File: src/rtl/wb_single_master.sv
// Wishbone classic single-transfer initiator with a valid/ready command port and irq-driven polling.
// Latency: accept->stb same edge, response pulse the cycle after ack/timeout; commands stall (cmd_ready_o low) while busy or a poll is pending.
module wb_single_master #(
    parameter int                      WB_ADR_WIDTH   = 32,
    parameter int                      WB_DAT_WIDTH   = 32,
    parameter int                      TIMEOUT_CYCLES = 16,
    parameter logic [WB_ADR_WIDTH-1:0] POLL_ADR       = '0
) (
    input  logic                      clk,
    input  logic                      rst,
    input  logic                      cmd_valid_i,
    output logic                      cmd_ready_o,
    input  logic                      cmd_we_i,
    input  logic [WB_ADR_WIDTH-1:0]   cmd_adr_i,
    input  logic [WB_DAT_WIDTH-1:0]   cmd_dat_i,
    output logic                      rsp_valid_o,
    output logic [WB_DAT_WIDTH-1:0]   rsp_dat_o,
    output logic                      rsp_err_o,
    output logic                      rsp_poll_o,
    input  logic                      poll_en_i,
    input  logic                      irq_i,
    output logic [WB_ADR_WIDTH-1:0]   wb_adr_o,
    output logic [WB_DAT_WIDTH-1:0]   wb_dat_o,
    output logic                      wb_we_o,
    output logic [WB_DAT_WIDTH/8-1:0] wb_sel_o,
    output logic                      wb_cyc_o,
    output logic                      wb_stb_o,
    input  logic                      wb_ack_i,
    input  logic [WB_DAT_WIDTH-1:0]   wb_dat_i
);

    localparam int          CW       = (TIMEOUT_CYCLES > 1) ? $clog2(TIMEOUT_CYCLES) : 1;
    localparam bit          TO_EN    = (TIMEOUT_CYCLES != 0);
    localparam logic [CW-1:0] CNT_LAST = CW'((TIMEOUT_CYCLES > 0) ? TIMEOUT_CYCLES - 1 : 0);

    typedef enum logic [1:0] {IDLE, BUS, RESP} state_t;

    state_t                    r_state, w_state_nxt;
    logic                      r_poll_pending, r_irq_prev, r_poll_tag, r_we;
    logic [CW-1:0]             r_cnt;
    logic [WB_ADR_WIDTH-1:0]   r_adr;
    logic [WB_DAT_WIDTH-1:0]   r_dat, r_rsp_dat;
    logic                      r_rsp_err, r_rsp_poll;
    logic                      w_irq_edge, w_accept, w_take_poll, w_ack, w_timeout, w_bus;

    assign w_irq_edge = poll_en_i & irq_i & ~r_irq_prev;

    always_comb begin
        w_state_nxt = r_state;
        w_accept    = 1'b0;
        w_take_poll = 1'b0;
        w_ack       = 1'b0;
        w_timeout   = 1'b0;
        w_bus       = 1'b0;
        cmd_ready_o = 1'b0;
        rsp_valid_o = 1'b0;
        case (r_state)
            IDLE: begin
                cmd_ready_o = ~r_poll_pending;
                // A pending poll takes priority over new commands
                if (r_poll_pending) begin
                    w_take_poll = 1'b1;
                    w_state_nxt = BUS;
                end else if (cmd_valid_i) begin
                    w_accept    = 1'b1;
                    w_state_nxt = BUS;
                end
            end
            BUS: begin
                w_bus = 1'b1;
                if (wb_ack_i) begin
                    w_ack       = 1'b1;
                    w_state_nxt = RESP;
                end else if (TO_EN && (r_cnt == CNT_LAST)) begin
                    w_timeout   = 1'b1;
                    w_state_nxt = RESP;
                end
            end
            RESP: begin
                rsp_valid_o = 1'b1;
                w_state_nxt = IDLE;
            end
            default: w_state_nxt = IDLE;
        endcase
    end

    assign wb_cyc_o   = w_bus;
    assign wb_stb_o   = w_bus;
    assign wb_sel_o   = w_bus ? {(WB_DAT_WIDTH/8){1'b1}} : '0;
    assign wb_we_o    = r_we & w_bus;
    assign wb_adr_o   = r_adr;
    assign wb_dat_o   = r_dat;
    assign rsp_dat_o  = r_rsp_dat;
    assign rsp_err_o  = r_rsp_err;
    assign rsp_poll_o = r_rsp_poll;

    always_ff @(posedge clk) begin
        if (rst) begin
            r_state        <= IDLE;
            r_poll_pending <= 1'b0;
            r_irq_prev     <= 1'b0;
            r_poll_tag     <= 1'b0;
            r_we           <= 1'b0;
            r_cnt          <= '0;
            r_adr          <= '0;
            r_dat          <= '0;
            r_rsp_dat      <= '0;
            r_rsp_err      <= 1'b0;
            r_rsp_poll     <= 1'b0;
        end else begin
            r_state        <= w_state_nxt;
            r_irq_prev     <= irq_i;
            // A fresh edge re-arms even in the cycle the old pending poll is consumed
            r_poll_pending <= (r_poll_pending & ~w_take_poll) | w_irq_edge;
            r_cnt          <= w_bus ? r_cnt + 1'b1 : '0;
            if (w_take_poll) begin
                r_adr      <= POLL_ADR;
                r_we       <= 1'b0;
                r_poll_tag <= 1'b1;
            end else if (w_accept) begin
                r_adr      <= cmd_adr_i;
                r_dat      <= cmd_dat_i;
                r_we       <= cmd_we_i;
                r_poll_tag <= 1'b0;
            end
            if (w_ack) begin
                r_rsp_dat  <= r_we ? '0 : wb_dat_i;
                r_rsp_err  <= 1'b0;
                r_rsp_poll <= r_poll_tag;
            end else if (w_timeout) begin
                r_rsp_dat  <= '0;
                r_rsp_err  <= 1'b1;
                r_rsp_poll <= r_poll_tag;
            end
        end
    end

endmodule

File: config.mk
export PLATFORM = sky130hd
export DESIGN_NAME = wb_single_master
export DESIGN_NICKNAME = d
export VERILOG_FILES = /design/src/rtl/wb_single_master.sv
export SDC_FILE = /design/constraint.sdc
export NUM_CORES = 1
export LEC_CHECK = 0
export ABC_CLOCK_PERIOD_IN_PS = 2150
export CORE_ASPECT_RATIO = 0.6
export CORE_UTILIZATION = 38
export DETAILED_ROUTE_END_ITERATION = 10
export PLACE_DENSITY = 0.86
export SLEW_MARGIN = 10
export SYNTH_ARGS = -nofsm -noshare
export SYNTH_HDL_FRONTEND = slang
export SYNTH_SLANG_ARGS = --single-unit
File: constraint.sdc
create_clock -name clk -period 2.15 [get_ports clk]
set_clock_uncertainty 0.05 [all_clocks]
set_input_delay 0.5375 -clock clk [delete_from_list [all_inputs] [get_ports clk]]
set_output_delay 0.5375 -clock clk [all_outputs]
set_load 0.02 [all_outputs]
==> flow_summary.json <==
{
  "vdd_ir_drop_max_mv": 0.372,
  "status": "finished, final reports clean",
  "diodes": 0,
  "power-per-cell-area_nw_per_um2": 746,
  "cp.required_ns": 1.56,
  "path_max_fanout": 3,
  "timing.hold.ws_ns": 0.405,
  "die_w_microns": 130,
  "areaGrowthSynthToFinish_pct": 66.2,
  "antenna_found_initial": 0,
  "cts_buffers": 9,
  "core_sq_um": 9360,
  "clkTransAtPathRegs_ns": 0.07,
  "synth_ff_type": "dfxtp_1",
  "final-max-slew-violation-count": 0,
  "arrival_ns": 1.44,
  "max_slew.worst_pin.slew_ns": 0.629,
  "dieArea_sq_um": 10200,
  "vias_per_cell": 4.81,
  "p_total_mw": 4.63,
  "cts-hold-fix-buffers": 0,
  "startpoint_type": "flip-flop",
  "wire_per_inst_microns": 14.3,
  "syn_nets": 512,
  "drt_first_iter_violations": 99,
  "avgSynthCellArea_sq_um": 9.14,
  "yosys_warnings": 0,
  "root_buffer": "clkbuf_16",
  "maxSlewHeadroom": 0.581,
  "rows": 27,
  "min_period_over_period": 0.944,
  "ys_seq_elements": 108,
  "ant_nets": 0,
  "synth_cell_types": 32,
  "rsz0062_at_grt": "no",
  "io_pins": 210,
  "yosysSeqAreaShare": 0.580,
  "fmax_ghz": 0.493,
  "fin_crit_ns": 2.03,
  "cp-end-kind": "output pin",
  "first_global_vias": 3480,
  "clock-sinks": 108,
  "hpwlAfterDp_mm": 7.92,
  "finalWirelength_mm": 10.6,
  "fill_cells": 718,
  "grt_max_degree": 56,
  "synth_edf_count": 0,
  "vias": 3571,
  "firstDrtPassIters": 4,
  "p_leak_nw": 2.32,
  "grt_pass1_wl_mm": 16.6,
  "gp_congestion": 0.725,
  "async_reset_ff_frac": 0,
  "syn_inst": 408,
  "track_usage": 0.208,
  "cts_tree": "yes",
  "gr-total-overflow": 0,
  "hold_path.class": "flip-flop to flip-flop",
  "drc": 0,
  "path_class": "flip-flop to output pin",
  "worst_slack_ns": 0.121,
  "h-tree-depth": 3,
  "initial_core_util": 0.399,
  "hold_violations": 0,
  "drive_above_1_share": 0.0605,
  "cts_buffer_depth": 2,
  "setup-violations-final": 0,
  "fin_nets": 712,
  "drv_cap": 0,
  "syn_area_sq_um": 3730,
  "io_buffers": 209,
  "clock_latency_ns": 0.33,
  "die_height_microns": 78.7,
  "dp_slack_ns": -0.117
}
sequential cells by signal, summed over array words and instances, names as in the netlist:
register / count
wb_dat_o: 32
rsp_dat_o: 32
r_we: 1
r_poll_tag: 1
wb_adr_o: 32
r_state: 2
r_irq_prev: 1
rsp_poll_o: 1
r_cnt: 4
r_poll_pending: 1
rsp_err_o: 1
worst max-delay path, stage by stage (launching register included):
cell and delay [ns]:
dfxtp_1 0.40, nand2b_1 0.16, inv_1 0.07, and2_1 0.15, dlygate4sd2_1 0.32
cell families (layout without fill, tap and decap cells):
| group | Yosys count | after routing | share of synthesized area |
|---|---|---|---|
| compound gates | 108 | 108 | 0.182 |
| buf+inv | 37 | 241 | 0.0614 |
| xor+xnor | 2 | 2 | 0.00470 |
| flops | 108 | 108 | 0.580 |
| simple gates | 152 | 152 | 0.169 |
| fa+ha+maj | 1 | 1 | 0.00335 |
placed cells by master (no fill, tap or decap), drive strengths merged, types with 2 or more instances in the layout:
cell and count:
o21ai 2, a21oi 69, clkinvlp 3, buf 16
nor2b 2, dlygate4sd2 9, nand2 131, nor3b 2
dfxtp 108, clkdlybuf4s50 200, nand3 2, nor3 6
a22o 32, clkbuf 12
area by class of cell:
cell class              instances  area [sq um]  area share
repair buffers                225          2240       0.361
flip-flops and latches        108          2160       0.349
multi-input cells             263          1350       0.218
clock buffers                  12           256      0.0414
well taps                     130           163      0.0262
clock inverters                 3          22.5     0.00363
inverters                       1          3.75    0.000605
per-layer routing:
layer | global-route usage | routed length, microns
met4 | 0.0500 | 85
met1 | 0.246 | 4620
met2 | 0.361 | 5110
met3 | 0.0735 | 822
met5 | 0 | 0
through the flow:
stage,std cells,area (sq um),utilization,TNS [ns]
final,742,6200,0.663,0
after global routing,742,6200,0.663,0
after CTS,742,6200,0.663,0
after detailed placement,727,5930,0.634,-5.58
after global placement,727,5930,0.634,-4.82
after floorplan,408,3730,-,0
cells in the mapped netlist, types with 2 or more instances:
master | instances | share of area
nand3_1 | 2 | 0.0027
buf_6 | 5 | 0.015
nor3_1 | 6 | 0.0081
buf_2 | 6 | 0.0081
buf_4 | 12 | 0.024
nand2_1 | 131 | 0.13
nor3b_1 | 2 | 0.0040
nor2b_1 | 2 | 0.0034
clkbuf_1 | 13 | 0.013
o21ai_0 | 2 | 0.0027
a22o_1 | 32 | 0.075
a21oi_1 | 68 | 0.091
dfxtp_1 | 108 | 0.58
power by group:
part           internal (mW)  leakage (nW)  switching [mW]
sequential              2.12         0.882          0.0634
clock                  0.843         0.127           0.694
combinational          0.473          1.31           0.437
what timing repair did:
item | in CTS | in global routing
buffers inserted | 0 | 0
endpoints found under the setup margin | 9 | 0
resized for setup | 9 | 0
path summary, 6_finish.rpt:
path                   to        start  slack, ns  cells after the start
max reg2reg  wb_adr_o[10]   r_state[1]       0.32                      5
min reg2reg   wb_dat_o[2]  wb_dat_o[2]       0.40                      2
min           wb_dat_o[2]  wb_dat_o[2]       0.40                      2
max               wb_we_o   r_state[1]       0.12                      4
Note: power is estimated with default switching activity, not from simulation.
